==> src/rtl/wb_cache_pkg.sv <==
// wb_cache_pkg: FSM state codes and address field helpers shared by the cache.
// Helpers work on 32-bit values; callers narrow the result with a sized cast.
package wb_cache_pkg;

    typedef logic [2:0] state_t;

    localparam state_t IDLE      = 3'd0;
    localparam state_t LOOKUP    = 3'd1;
    localparam state_t WRITEBACK = 3'd2;
    localparam state_t ALLOCATE  = 3'd3;
    localparam state_t RESPOND   = 3'd4;

    function automatic logic [31:0] addr_tag(
        input logic [31:0] a,
        input int unsigned iw,
        input int unsigned ow
    );
        return a >> (iw + ow);
    endfunction

    function automatic logic [31:0] addr_index(
        input logic [31:0] a,
        input int unsigned iw,
        input int unsigned ow
    );
        return (a >> ow) & ((32'd1 << iw) - 32'd1);
    endfunction

    function automatic logic [31:0] addr_offset(
        input logic [31:0] a,
        input int unsigned ow
    );
        return a & ((32'd1 << ow) - 32'd1);
    endfunction

endpackage

==> src/rtl/wb_cache_if.sv <==
// wb_cache_if: CPU request/ack side and per-beat memory side of the cache.
// slave is the cache's view; master is the CPU/RAM environment's view.
interface wb_cache_if #(
    parameter int ADDR_W = 10,
    parameter int WORD_W = 10
);
    logic              cpu_req;
    logic              cpu_rw;
    logic [ADDR_W-1:0] cpu_addr;
    logic [WORD_W-1:0] cpu_wdata;
    logic              cpu_ready;
    logic              cpu_ack;
    logic [WORD_W-1:0] cpu_rdata;

    logic              mem_req;
    logic              mem_rw;
    logic [ADDR_W-1:0] mem_addr;
    logic [WORD_W-1:0] mem_wdata;
    logic [WORD_W-1:0] mem_rdata;
    logic              mem_ready;

    modport slave (
        input  cpu_req, cpu_rw, cpu_addr, cpu_wdata,
        output cpu_ready, cpu_ack, cpu_rdata,
        output mem_req, mem_rw, mem_addr, mem_wdata,
        input  mem_rdata, mem_ready
    );

    modport master (
        output cpu_req, cpu_rw, cpu_addr, cpu_wdata,
        input  cpu_ready, cpu_ack, cpu_rdata,
        input  mem_req, mem_rw, mem_addr, mem_wdata,
        output mem_rdata, mem_ready
    );
endinterface

==> src/rtl/wb_cache_line_array.sv <==
// wb_cache_line_array: tag/valid/dirty/data storage for the direct-mapped cache.
// One write port: word-granular data, whole-entry metadata; clear drops valid/dirty.
module wb_cache_line_array #(
    parameter int INDEX_W  = 4,
    parameter int OFFSET_W = 1,
    parameter int TAG_W    = 5,
    parameter int WORD_W   = 10
) (
    input  logic                clk,
    input  logic                clear,
    input  logic [INDEX_W-1:0]  idx,
    input  logic [OFFSET_W-1:0] rd_off,
    output logic [TAG_W-1:0]    rd_tag,
    output logic                rd_valid,
    output logic                rd_dirty,
    output logic [WORD_W-1:0]   rd_word,
    input  logic                we_data,
    input  logic                we_meta,
    input  logic [OFFSET_W-1:0] wr_off,
    input  logic [WORD_W-1:0]   wr_word,
    input  logic [TAG_W-1:0]    wr_tag,
    input  logic                wr_valid,
    input  logic                wr_dirty
);
    localparam int LINES = 1 << INDEX_W;
    localparam int DEPTH = LINES << OFFSET_W;

    logic [TAG_W-1:0]  tags  [LINES];
    logic [WORD_W-1:0] words [DEPTH];
    logic [LINES-1:0]  valid;
    logic [LINES-1:0]  dirty;

    assign rd_tag   = tags[idx];
    assign rd_valid = valid[idx];
    assign rd_dirty = dirty[idx];
    assign rd_word  = words[{idx, rd_off}];

    always_ff @(posedge clk) begin
        if (we_data) begin
            words[{idx, wr_off}] <= wr_word;
        end
        if (we_meta) begin
            tags[idx] <= wr_tag;
        end
    end

    always_ff @(posedge clk) begin
        if (clear) begin
            valid <= '0;
            dirty <= '0;
        end else if (we_meta) begin
            valid[idx] <= wr_valid;
            dirty[idx] <= wr_dirty;
        end
    end

endmodule

==> src/rtl/wb_cache.sv <==
// wb_cache: direct-mapped write-back, write-allocate cache with registered CPU ack.
// Define WB_CACHE_STATS_EN to add saturating hit_cnt/miss_cnt/wb_cnt outputs.
module wb_cache
    import wb_cache_pkg::*;
#(
    parameter int ADDR_W   = 10,
    parameter int WORD_W   = 10,
    parameter int INDEX_W  = 4,
    parameter int OFFSET_W = 1
) (
    input  logic       clk,
    input  logic       rst,
    wb_cache_if.slave  bus
`ifdef WB_CACHE_STATS_EN
    ,
    output logic [31:0] hit_cnt,
    output logic [31:0] miss_cnt,
    output logic [31:0] wb_cnt
`endif
);
    localparam int TAG_W = ADDR_W - INDEX_W - OFFSET_W;
    localparam logic [OFFSET_W-1:0] LAST_BEAT = '1;

    state_t              state;
    logic                req_rw;
    logic [ADDR_W-1:0]   req_addr;
    logic [WORD_W-1:0]   req_wdata;
    logic [OFFSET_W-1:0] beat;
    logic                ack;
    logic [WORD_W-1:0]   rdata;

    logic [TAG_W-1:0]    req_tag;
    logic [TAG_W-1:0]    old_tag;
    logic [INDEX_W-1:0]  req_idx;
    logic [OFFSET_W-1:0] req_off;
    logic [OFFSET_W-1:0] rd_off;
    logic [OFFSET_W-1:0] wr_off;
    logic                old_valid;
    logic                old_dirty;
    logic                hit;
    logic                last_beat;
    logic [WORD_W-1:0]   rd_word;
    logic [WORD_W-1:0]   wr_word;
    logic                we_data;
    logic                we_meta;
    logic                wr_dirty;

    assign req_tag = TAG_W'(addr_tag(32'(req_addr), INDEX_W, OFFSET_W));
    assign req_idx = INDEX_W'(addr_index(32'(req_addr), INDEX_W, OFFSET_W));
    assign req_off = OFFSET_W'(addr_offset(32'(req_addr), OFFSET_W));

    assign hit       = old_valid && (old_tag == req_tag);
    assign last_beat = (beat == LAST_BEAT);
    // Write-back streams the victim line; every other state reads the requested word.
    assign rd_off    = (state == WRITEBACK) ? beat : req_off;

    wb_cache_line_array #(
        .INDEX_W  (INDEX_W),
        .OFFSET_W (OFFSET_W),
        .TAG_W    (TAG_W),
        .WORD_W   (WORD_W)
    ) u_lines (
        .clk      (clk),
        .clear    (rst),
        .idx      (req_idx),
        .rd_off   (rd_off),
        .rd_tag   (old_tag),
        .rd_valid (old_valid),
        .rd_dirty (old_dirty),
        .rd_word  (rd_word),
        .we_data  (we_data),
        .we_meta  (we_meta),
        .wr_off   (wr_off),
        .wr_word  (wr_word),
        .wr_tag   (req_tag),
        .wr_valid (1'b1),
        .wr_dirty (wr_dirty)
    );

    always_comb begin
        we_data  = 1'b0;
        we_meta  = 1'b0;
        wr_off   = req_off;
        wr_word  = req_wdata;
        wr_dirty = 1'b0;
        unique case (1'b1)
            (state == LOOKUP) && hit && req_rw: begin
                we_data  = 1'b1;
                we_meta  = 1'b1;
                wr_dirty = 1'b1;
            end
            (state == ALLOCATE) && bus.mem_ready: begin
                we_data = 1'b1;
                wr_off  = beat;
                wr_word = bus.mem_rdata;
            end
            (state == RESPOND): begin
                we_data  = req_rw;
                we_meta  = 1'b1;
                wr_dirty = req_rw;
            end
            default: ;
        endcase
    end

    assign bus.cpu_ready = (state == IDLE);
    assign bus.cpu_ack   = ack;
    assign bus.cpu_rdata = rdata;
    assign bus.mem_req   = (state == WRITEBACK) || (state == ALLOCATE);
    assign bus.mem_rw    = (state == WRITEBACK);

    always_comb begin
        bus.mem_addr  = '0;
        bus.mem_wdata = '0;
        if (state == WRITEBACK) begin
            bus.mem_addr  = {old_tag, req_idx, beat};
            bus.mem_wdata = rd_word;
        end else if (state == ALLOCATE) begin
            bus.mem_addr = {req_tag, req_idx, beat};
        end
    end

    always_ff @(posedge clk) begin
        if (rst) begin
            state     <= IDLE;
            req_rw    <= 1'b0;
            req_addr  <= '0;
            req_wdata <= '0;
            beat      <= '0;
            ack       <= 1'b0;
            rdata     <= '0;
        end else begin
            ack <= 1'b0;
            case (state)
                IDLE: begin
                    if (bus.cpu_req) begin
                        req_rw    <= bus.cpu_rw;
                        req_addr  <= bus.cpu_addr;
                        req_wdata <= bus.cpu_wdata;
                        state     <= LOOKUP;
                    end
                end
                LOOKUP: begin
                    beat <= '0;
                    if (hit) begin
                        ack   <= 1'b1;
                        rdata <= req_rw ? req_wdata : rd_word;
                        state <= IDLE;
                    end else if (old_valid && old_dirty) begin
                        state <= WRITEBACK;
                    end else begin
                        state <= ALLOCATE;
                    end
                end
                WRITEBACK: begin
                    if (bus.mem_ready) begin
                        beat <= beat + OFFSET_W'(1);
                        if (last_beat) state <= ALLOCATE;
                    end
                end
                ALLOCATE: begin
                    if (bus.mem_ready) begin
                        beat <= beat + OFFSET_W'(1);
                        if (last_beat) state <= RESPOND;
                    end
                end
                RESPOND: begin
                    ack   <= 1'b1;
                    rdata <= req_rw ? req_wdata : rd_word;
                    state <= IDLE;
                end
                default: state <= IDLE;
            endcase
        end
    end

`ifdef WB_CACHE_STATS_EN
    always_ff @(posedge clk) begin
        if (rst) begin
            hit_cnt  <= '0;
            miss_cnt <= '0;
            wb_cnt   <= '0;
        end else if (state == LOOKUP) begin
            if (hit) begin
                if (hit_cnt != '1) hit_cnt <= hit_cnt + 32'd1;
            end else begin
                if (miss_cnt != '1) miss_cnt <= miss_cnt + 32'd1;
                if (old_valid && old_dirty && (wb_cnt != '1)) begin
                    wb_cnt <= wb_cnt + 32'd1;
                end
            end
        end
    end
`endif

endmodule
==> src/flat_wrapper.sv <==
// flat-port wrapper written by rule: the top's interface ports become plain ports
module wb_cache_flat import wb_cache_pkg::*;
#(
    parameter int ADDR_W   = 10,
    parameter int WORD_W   = 10,
    parameter int INDEX_W  = 4,
    parameter int OFFSET_W = 1
)
  (clk, rst, bus_cpu_req, bus_cpu_rw, bus_cpu_addr, bus_cpu_wdata, bus_cpu_ready, bus_cpu_ack, bus_cpu_rdata, bus_mem_req, bus_mem_rw, bus_mem_addr, bus_mem_wdata, bus_mem_rdata, bus_mem_ready);
  wb_cache_if #(.ADDR_W(ADDR_W), .WORD_W(WORD_W)) bus_i ();
  input  logic clk;
  input  logic rst;
  input wire logic [$bits(bus_i.cpu_req)-1:0] bus_cpu_req;
  input wire logic [$bits(bus_i.cpu_rw)-1:0] bus_cpu_rw;
  input wire logic [$bits(bus_i.cpu_addr)-1:0] bus_cpu_addr;
  input wire logic [$bits(bus_i.cpu_wdata)-1:0] bus_cpu_wdata;
  output wire logic [$bits(bus_i.cpu_ready)-1:0] bus_cpu_ready;
  output wire logic [$bits(bus_i.cpu_ack)-1:0] bus_cpu_ack;
  output wire logic [$bits(bus_i.cpu_rdata)-1:0] bus_cpu_rdata;
  output wire logic [$bits(bus_i.mem_req)-1:0] bus_mem_req;
  output wire logic [$bits(bus_i.mem_rw)-1:0] bus_mem_rw;
  output wire logic [$bits(bus_i.mem_addr)-1:0] bus_mem_addr;
  output wire logic [$bits(bus_i.mem_wdata)-1:0] bus_mem_wdata;
  input wire logic [$bits(bus_i.mem_rdata)-1:0] bus_mem_rdata;
  input wire logic [$bits(bus_i.mem_ready)-1:0] bus_mem_ready;
  assign bus_i.cpu_req = bus_cpu_req;
  assign bus_i.cpu_rw = bus_cpu_rw;
  assign bus_i.cpu_addr = bus_cpu_addr;
  assign bus_i.cpu_wdata = bus_cpu_wdata;
  assign bus_cpu_ready = bus_i.cpu_ready;
  assign bus_cpu_ack = bus_i.cpu_ack;
  assign bus_cpu_rdata = bus_i.cpu_rdata;
  assign bus_mem_req = bus_i.mem_req;
  assign bus_mem_rw = bus_i.mem_rw;
  assign bus_mem_addr = bus_i.mem_addr;
  assign bus_mem_wdata = bus_i.mem_wdata;
  assign bus_i.mem_rdata = bus_mem_rdata;
  assign bus_i.mem_ready = bus_mem_ready;
  wb_cache #(.ADDR_W(ADDR_W), .WORD_W(WORD_W), .INDEX_W(INDEX_W), .OFFSET_W(OFFSET_W)) u_core (.clk(clk), .rst(rst), .bus(bus_i));
endmodule
==> config.mk <==
export PLATFORM = sky130hd
export DESIGN_NAME = wb_cache_flat
export DESIGN_NICKNAME = d
export VERILOG_FILES = /design/src/rtl/wb_cache_pkg.sv /design/src/rtl/wb_cache_if.sv /design/src/rtl/wb_cache_line_array.sv /design/src/rtl/wb_cache.sv /design/src/flat_wrapper.sv
export SDC_FILE = /design/constraint.sdc
export NUM_CORES = 1
export LEC_CHECK = 0
export CAP_MARGIN = 10
export CORE_UTILIZATION = 45
export CTS_CLUSTER_SIZE = 40
export DETAILED_ROUTE_END_ITERATION = 10
export PLACE_DENSITY_LB_ADDON = 0.15
export SYNTH_ARGS = -nofsm -noshare
export SYNTH_HDL_FRONTEND = slang
export SYNTH_SLANG_ARGS = --single-unit
export TNS_END_PERCENT = 100
==> constraint.sdc <==
create_clock -name clk -period 3.6 [get_ports clk]
set_input_delay 0.72 -clock clk [delete_from_list [all_inputs] [get_ports clk]]
set_output_delay 0.72 -clock clk [all_outputs]
set_load 0.01 [all_outputs]
==> results of run 1 <==
per-layer routing:
metal  global-route usage, %  routed length (um)  vias up
li1                        -                   -     5461
met1                    33.9               23400     6068
met2                    36.4               23300      389
met3                    3.29                2910       90
met4                    7.56                1320        0
met5                       0                   0        -
area by class of cell:
| class | instances | share of cell area (%) |
|---|---|---|
| Clock buffer | 60 | 5.50 |
| Clock inverter | 33 | 1.13 |
| Inverter | 3 | 0.0472 |
| Multi-Input combinational cell | 742 | 24.7 |
| Sequential cell | 472 | 56.5 |
| Tap cell | 539 | 2.83 |
| Timing Repair Buffer | 237 | 9.35 |
worst max path at each step:
stage	startpoint	to	depth (start not counted)
2_1_floorplan	flip-flop	u_core.u_lines.words[10][0]	10
3_3_place_gp	u_core.state[2]	bus_mem_wdata[0]	11
3_5_place_dp	u_core.state[2]	bus_mem_wdata[0]	11
4_1_cts	u_core.state[0]	bus_mem_wdata[3]	11
5_1_grt	u_core.state[2]	bus_mem_wdata[8]	11
6_report	u_core.state[2]	bus_mem_wdata[0]	10
per-stage QoR:
step	setup slack (ns)	hold slack, ns	area (um2)	std cells	total power, mW
6_report	-0.449	0.462	23800	2086	12.5
5_1_grt	-0.538	0.489	23800	2086	12.9
4_1_cts	-0.477	0.464	23600	2074	12.5
3_5_place_dp	-0.290	0.455	21500	1969	7.46
3_3_place_gp	-0.314	0.445	21500	1969	7.44
2_1_floorplan	0.329	0.435	19300	1309	6.88
report_power, final:
part | leakage [nW] | switching [mW] | internal (mW)
sequential | 4.29 | 0.0624 | 6.02
clock | 0.766 | 2.12 | 2.82
combinational | 3.45 | 0.817 | 0.624
total | 8.51 | 3.00 | 9.46
what timing repair did:
item	in CTS	in global routing
pin swaps	45	33
endpoints found under the setup margin	14	26
setup buffers	11	14
hold buffers	0	0
gates cloned	2	1
gates resized for setup	141	37
critical path: cells and delay by family (launching register included):
| family | cells | cell delay (ns) |
|---|---|---|
| buffers and inverters | 3 | 0.46 |
| AND/OR/NAND/NOR | 3 | 0.72 |
| multiplexers | 2 | 0.72 |
| flip-flops | 1 | 0.33 |
| AO/OA/AOI/OAI | 2 | 0.48 |
sequential cells by signal, summed over array words and instances, names as in the netlist, named ones only:
signal and cells:
u_core.bus.cpu_rdata 10, u_core.req_addr 10, u_core.u_lines.dirty 16, u_core.bus.cpu_ack 1, u_core.state 3, u_core.req_rw 1
u_core.u_lines.words 320, u_core.u_lines.tags 80, u_core.req_wdata 10, u_core.u_lines.valid 16, u_core.beat 1
cells in the final DEF (no fill, tap or decap), types with 17 or more instances in the layout:
cell type,synthesis,layout
edfxtp_1,400,400
mux2_4,0,19
nor2_1,85,83
buf_4,6,137
clkdlybuf4s50_1,0,54
buf_6,1,17
dfxtp_1,72,65
clkbuf_16,0,52
nand3_1,45,44
a21oi_1,70,70
o21a_1,38,38
nand2_1,117,117
mux2_2,86,67
a221oi_2,0,32
o211ai_1,29,29
mux4_2,18,18
mux2i_1,81,79
kinds of logic after synthesis:
kind of cell / after synthesis / synth area share, %
buf+inv: 95 / 2.17
mux: 186 / 11.4
compound gates: 239 / 9.16
xor+xnor: 5 / 0.227
flops: 472 / 69.6
simple gates: 312 / 7.44
==> results_dict.tcl, run 1 <==
set metrics [dict create \
    rows 75 \
    clockBufferDepth 3 \
    cpPeakStageDelay_ns 0.37 \
    avgViaCountPerCell 5.76 \
    antenna_cells 0 \
    fmax_mhz 247 \
    vias 12000 \
    portBuffers 68 \
    synth_area_leaders "edfxtp_1 (62%), dfxtp_1 (7.5%), mux2_2 (5.0%)" \
    path_class "flip-flop to output pin" \
    die_h_um 209 \
    synth.top_cell.area_share_pct 62.1 \
    cpMostUsedCell "buf_12" \
    drtIter0Drc 1175 \
    syn_avg_cell_area_um2 14.8 \
    regArea_mm2 0.0135 \
    multi_input_area_mm2 0.00588 \
    finalNetCount 1541 \
    drt_first_pass_iters 6 \
    clkLatencyLatePin_ns 0.59 \
    tritoncts "yes" \
    grt_use_total_pct 23.4 \
    dp.final_hpwl_um 32900 \
    die_w_um 209 \
    cp_data_arrival_time_ns 3.33 \
    power_leakage_nw 8.51 \
    critPathLaunchType "flip-flop" \
    outcome "finished, violations left" \
    yosysMostFrequentCell "edfxtp_1" \
    synth-seq-cells 472 \
    nFillCells 3366 \
    area_growth_pct 23.3 \
    hold_path_end "u_core.u_lines.valid[10]" \
    design.die.area_mm2 0.0438 \
    hold_class "flip-flop to flip-flop" \
    setup_ws_ns -0.449 \
    ant_nets 0 \
    clk_pin_slew_worst_paths_ns 0.06 \
    grt_pass1_wl_um 75900 \
    cts_htree_levels 2 \
    finalHoldViolations 0 \
    syn-cell-area_mm2 0.0193 \
    reg2reg_slack_ns 0.33 \
    antenna_found_initial 0 \
    synth_edf_count 400 \
    drt-total-wl_um 50900 \
    cellPowerDensity_mw_per_mm2 523 \
    drv_slew 0 \
    grt.overflow.total 0 \
    final.min_clock_period_ns 4.05 \
    drive_gt1_share_pct 29.0 \
    core_mm2 0.0421 \
    place_congestion 0.807 \
    initial_core_util_pct 45.9 \
    fin_util_pct 56.6 \
    skew_ns 0.0222 \
    ir_drop_mv 0.413 \
    grt_pass1_vias 11900 \
    setup_tns_ns -3.93 \
    synthArstFlopShare_pct 0 \
    drv_cap 0 \
    reg2regPathDepth 11 \
    worstMarginPinSlew_ns 0.899 \
    root_buffer "clkbuf_16" \
    drc_errors 0 \
    rsz0062_at_grt "yes" \
    ys_types 52 \
    cpMaxStageDelayCell "mux2i_4" \
    ys_seq_area_share_pct 69.6 \
    period_share_pct 112 \
    slew_headroom_pct 40.0 \
    cts_buffers 50 \
    crit_chain "nor3b_4 -> mux2i_4 -> buf_12 -> buf_12 -> mux2_2 -> a221oi_2 -> o211ai_1 -> and4_4 -> and2_1 -> buf_2" \
    cts_sinks 472 \
    hp-start "u_core.u_lines.valid[10]" \
    whs_path_depth 2 \
    synthTopCellsByCount "edfxtp_1 (400), nand2_1 (117), mux2_2 (86)" \
    path_max_fanout 8 \
    syn_inst 1309 \
    cp-end-kind "output pin" \
    yosysWarnings 0 \
    grt_max_degree 52 \
    r2r-end "u_core.u_lines.words[31][9]" \
    required_ns 2.88 \
    ios 69 \
    violations "negative setup slack" \
    synthesis.nets 1344 \
    avgRoutedWirePerCell_um 24.4 \
    synth.largest_area_cell "edfxtp_1" \
    ys.flop_type "edfxtp_1" \
    setup_viol 10 \
]
Note: power is estimated with default switching activity, not from simulation.
==> run 2, diff against run 1 <==
DONT_BUFFER_PORTS = 1   (was unset)
HOLD_SLACK_MARGIN = 0.06   (was unset)
==> results_dict.tcl, run 2 (synthesis results as in run 1) <==
set metrics [dict create \
    setup_tns_ns -2.99 \
    skew_ns 0.0272 \
    area_growth_pct 18.5 \
    reg2regPathDepth 11 \
    drv_slew 0 \
    power_leakage_nw 8.02 \
    ant_nets 0 \
    design_area_mm2 0.0229 \
    worstMarginPinSlew_ns 1.05 \
    cts_hold_buffers 0 \
    grt_pass1_vias 11200 \
    ir_drop_mv 0.325 \
    drt-total-wl_um 49100 \
    violations "negative setup slack" \
    drt_first_pass_iters 5 \
    die_h_um 209 \
    required_ns 2.88 \
    startpoint "u_core.state[2]" \
    cp-end-kind "output pin" \
    hold_path_end "u_core.req_wdata[9]" \
    whs_path_depth 1 \
    path_max_fanout 5 \
    die_w_um 209 \
    hp-start "rst" \
    grt_busiest_layer "met2" \
    grt_pass1_wl_um 71700 \
    rsz0062_at_grt "yes" \
    finalHoldViolations 0 \
    clk_pin_slew_worst_paths_ns 0.06 \
    grt.overflow.total 0 \
    fmax_mhz 253 \
    grt_max_degree 51 \
    largestRegisters "u_core.u_lines.words (320), u_core.u_lines.tags (80)" \
    tritoncts "yes" \
    avgRoutedWirePerCell_um 24.7 \
    mostFrequentLayoutCells "edfxtp_1 (400), nand2_1 (117), buf_4 (106)" \
    use_met1_pct 32.2 \
    layout_commonest_cell "edfxtp_1" \
    dp.final_hpwl_um 31300 \
    final.min_clock_period_ns 3.96 \
    reg2reg_slack_ns 0.29 \
    use_met2_pct 34.0 \
    initial_core_util_pct 45.9 \
    cts_htree_levels 2 \
    setup_viol 10 \
    ios 69 \
    r2r-end "u_core.u_lines.tags[14][1]" \
    antenna_cells 0 \
    cellPowerDensity_mw_per_mm2 553 \
    clockBufferDepth 3 \
    period_share_pct 110 \
    finalNetCount 1437 \
    post-place-ws_ns 0.116 \
    design.die.area_mm2 0.0438 \
    cts_sinks 472 \
    cts_buffers 51 \
    root_buffer "clkbuf_16" \
    avgViaCountPerCell 5.83 \
    drtIter0Drc 934 \
    nFillCells 3369 \
    drc_errors 0 \
    drv_cap 0 \
    setup_ws_ns -0.358 \
    core_mm2 0.0421 \
    clkLatencyLatePin_ns 0.59 \
    outcome "finished, violations left" \
    grtUsageMet3_pct 4.34 \
    antenna_found_initial 0 \
    portBuffers 0 \
    path_class "flip-flop to output pin" \
    vias 11600 \
    power_mw 12.7 \
    drive_gt1_share_pct 26.9 \
    slew_headroom_pct 29.7 \
    hold_class "input pin to flip-flop" \
    place_area_mm2 0.0205 \
    rows 75 \
    cp_data_arrival_time_ns 3.24 \
    grt_use_total_pct 22.1 \
    place_congestion 0.798 \
    regMostFlops "u_core.u_lines.words" \
    largest_reg_flops 320 \
    critPathLaunchType "flip-flop" \
]
run 2: changes by cell type in the layout (fill, tap and decap cells not counted), moves of 6 or more:
| cell | change |
|---|---|
| buf_4 | -31 |
| a221oi_1 | +6 |
| clkbuf_8 | +6 |
| mux2_4 | -14 |
| mux2_2 | +14 |
| buf_12 | -7 |
| clkbuf_1 | +6 |
| clkdlybuf4s50_1 | -54 |
| buf_6 | -10 |
run 2: per-layer routing:
metal | vias to the layer above | wire (um)
met1 | 5894 | 22900
met4 | 0 | 952
met3 | 67 | 3040
met5 | - | 0
met2 | 355 | 22300
li1 | 5254 | -
run 2: layout make-up:
type | instances | area, um2 | area share (%)
clock buffers | 75 | 1470 | 6.42
well taps | 539 | 674 | 2.94
inverters | 3 | 11.3 | 0.0492
flip-flops and latches | 472 | 13500 | 58.8
multi-input cells | 742 | 5750 | 25.1
clock inverters | 21 | 246 | 1.08
repair buffers | 132 | 1280 | 5.61
run 2: how the worst max path moves through the flow:
stage	to	depth (start not counted)	slack, ns
detailed placement	bus_mem_wdata[6]	9	0.12
global placement	bus_mem_wdata[6]	9	0.08
finish	bus_mem_wdata[1]	10	-0.36
global route	bus_mem_wdata[1]	11	-0.45
floorplan	u_core.u_lines.words[10][0]	10	0.33
CTS	bus_mem_wdata[1]	10	-0.36
run 2: through the flow:
stage / util [%] / hold WS [ns] / cells
2_1_floorplan: - / 0.435 / 1309
3_3_place_gp: 48.7 / 0.445 / 1862
3_5_place_dp: 48.7 / 0.455 / 1862
4_1_cts: 53.6 / 0.166 / 1969
5_1_grt: 54.4 / 0.168 / 1984
6_report: 54.4 / 0.191 / 1984
run 2: power breakdown:
part	leakage, nW	internal (mW)	switching [mW]
logic	2.88	0.515	0.790
clock network	0.844	3.19	2.10
registers	4.29	6.02	0.0451
run 2: critical path, cell delays in order, from the launching register on:
cell	delay [ns]
dfxtp_2	0.33
nor3b_4	0.27
mux2i_4	0.31
buf_6	0.14
clkbuf_16	0.16
clkbuf_16	0.14
mux2_2	0.32
a221oi_1	0.26
o211ai_1	0.28
and4_4	0.25
and2_4	0.16
run 2: timing repair:
action	4_1_cts	5_1_grt
pin swaps	16	31
setup buffers	8	15
gates cloned	3	3
resized for setup	53	42
endpoints found under the setup margin	10	120
==> run 3, diff against run 2 <==
ABC_AREA = 1   (was unset)
CTS_BUF_LIST = sky130_fd_sc_hd__clkbuf_2 sky130_fd_sc_hd__clkbuf_4 sky130_fd_sc_hd__clkbuf_8   (was unset)
==> results_dict.tcl, run 3 <==
set metrics [dict create \
    outcome "finished, violations left" \
    violations "negative setup slack" \
    ys_types 32 \
    synthTopCellsByCount "nand2_1 (439), edfxtp_1 (400), inv_1 (280)" \
    syn_avg_cell_area_um2 10.2 \
    drt-total-wl_um 56700 \
    clockBufferDepth 3 \
    ys.flop_type "edfxtp_1" \
    path_max_fanout 8 \
    regMostFlops "u_core.u_lines.words" \
    synth_area_leaders "edfxtp_1 (59%), nand2_1 (8.1%), dfxtp_1 (7.1%)" \
    root_buffer "clkbuf_8" \
    skew_ns 0.0200 \
    grt.overflow.total 0 \
    die_w_um 214 \
    portBuffers 0 \
    die_h_um 214 \
    rsz0062_at_grt "yes" \
    hold_slack_ns 0.141 \
    cpMaxStageDelayCell "dfxtp_4" \
    required_ns 2.88 \
    critPathLaunchType "flip-flop" \
    largestRegisters "u_core.u_lines.words (320), u_core.u_lines.tags (80)" \
    synth-seq-cells 472 \
    grt_pass1_wl_um 85500 \
    vias 14400 \
    antenna_found_initial 0 \
    grt_pass1_vias 14000 \
    ys_seq_area_share_pct 66.5 \
    finalNetCount 2132 \
    initial_core_util_pct 45.7 \
    grt_use_total_pct 24.8 \
    ant_nets 0 \
    synth.largest_area_cell "edfxtp_1" \
    fmax_mhz 276 \
    worstMarginPinSlew_ns 0.955 \
    grt_max_degree 46 \
    syn_inst 1976 \
    syn-cell-area_mm2 0.0202 \
    drive_gt1_share_pct 18.7 \
    reg2reg_slack_ns 0.31 \
    cellPowerDensity_mw_per_mm2 696 \
    layout_commonest_cell "nand2_1" \
    setup_viol 4 \
    crit_chain "inv_4 -> nand3_4 -> nand2_4 -> o21ai_4 -> buf_12 -> buf_12 -> buf_6 -> or2_2 -> nand3_2 -> nand2_1 -> nor2_1 -> nor2_1 -> nor2_2 -> a21oi_2 -> buf_4" \
    design.die.area_mm2 0.0458 \
    drc_errors 0 \
    period_share_pct 101 \
    drt_first_pass_iters 5 \
    dp.final_hpwl_um 34700 \
    place_congestion 0.858 \
    post-place-ws_ns 0.110 \
    cts_buffers 79 \
    largest_reg_flops 320 \
    ios 69 \
    cts_sinks 472 \
    cp_data_arrival_time_ns 2.91 \
    rows 77 \
    slew_headroom_pct 36.2 \
    antenna_cells 0 \
    yosysMostFrequentCell "nand2_1" \
    tritoncts "yes" \
    synthArstFlopShare_pct 0 \
    synth_edf_count 400 \
    hold_class "input pin to flip-flop" \
    worst-path-buf-inv 5 \
    cpPeakStageDelay_ns 0.36 \
    clkLatencyLatePin_ns 0.65 \
    power_leakage_nw 9.73 \
    final.min_clock_period_ns 3.63 \
    cts_hold_buffers 0 \
    yosysWarnings 0 \
    setup_ws_ns -0.0257 \
    drv_cap 0 \
    cts_htree_levels 3 \
    fin_util_pct 53.9 \
    synth.top_cell.area_share_pct 59.4 \
    ir_drop_mv 0.388 \
    cp-end-kind "output pin" \
    area_growth_pct 18.0 \
    path_class "flip-flop to output pin" \
    finalHoldViolations 0 \
    drtIter0Drc 1244 \
    core_mm2 0.0443 \
    critPathTopFamily "simple AND/OR/NAND/NOR gates" \
    mostFrequentLayoutCells "nand2_1 (426), edfxtp_1 (400), inv_1 (278)" \
    avgViaCountPerCell 5.25 \
    synthesis.nets 2011 \
    clk_pin_slew_worst_paths_ns 0.06 \
    avgRoutedWirePerCell_um 20.6 \
    drv_slew 0 \
]
[run 3: repair_timing]
item / in CTS / in global routing
pin swaps: 46 / 38
endpoints found under the hold margin: 0 / 0
setup buffers: 17 / 7
gates resized for setup: 87 / 33
gates cloned: 9 / 3
endpoints found under the setup margin: 10 / 10
[run 3: worst paths after layout]
path                           startpoint                     endpoint  depth (start not counted)
hold reg to reg   u_core.u_lines.valid[1]      u_core.u_lines.valid[1]                          2
setup reg to reg                flip-flop  u_core.u_lines.words[18][4]                         17
hold / removal                        rst              u_core.state[0]                          1
setup / recovery          u_core.state[2]             bus_mem_wdata[7]                         15
[run 3: final cells by class]
| type | count | area [um2] |
|---|---|---|
| clock inverters | 33 | 145 |
| multi-input cells | 1118 | 5580 |
| clock buffers | 111 | 1380 |
| repair buffers | 138 | 1500 |
| well taps | 592 | 741 |
| fillers | 3982 | 20400 |
| flip-flops and latches | 472 | 13500 |
| inverters | 288 | 1080 |
[run 3: worst register-to-register path, cell delays in order (launching register included)]
cell and delay, ns:
dfxtp_1 0.37, buf_4 0.33, nand2_1 0.11, nand3_1 0.09, nand3_1 0.08, nand3_1 0.18
nand2_1 0.10, nand2_1 0.06, nand2_1 0.05, nor2_1 0.15, nand3_2 0.18, nand2_4 0.21
nand2_2 0.10, o21ai_4 0.13, buf_4 0.32, nand2_1 0.15, nor2_1 0.16, buf_4 0.23
[run 3: metal layers]
metal	GRT usage [%]	up-vias	wire length (um)
met5	0	-	0
met4	8.75	0	1710
met3	3.79	112	2750
met2	42.2	422	28100
met1	32.2	7062	24100
li1	-	6853	-
[run 3: power breakdown]
group | switching (mW) | internal [mW]
Combinational | 3.69 | 1.76
Sequential | 0.114 | 6.44
Clock | 2.13 | 2.46
[run 3: per-stage QoR]
step	TNS, ns	power [mW]	cell area (um2)	instances
floorplan	0	9.29	20200	1976
finish	-0.0707	16.6	23900	2752
detailed placement	0	11.2	21500	2574
global placement	0	11.1	21500	2574
global route	-1.07	17.3	23900	2752
CTS	-0.182	16.5	23700	2744
[run 3: cell families after synthesis]
group                  after synthesis  share of synthesized area (%)
flip-flops                         472                           66.5
AO/OA/AOI/OAI                      267                           8.40
AND/OR/NAND/NOR                    851                           17.5
buffers and inverters              386                           7.59
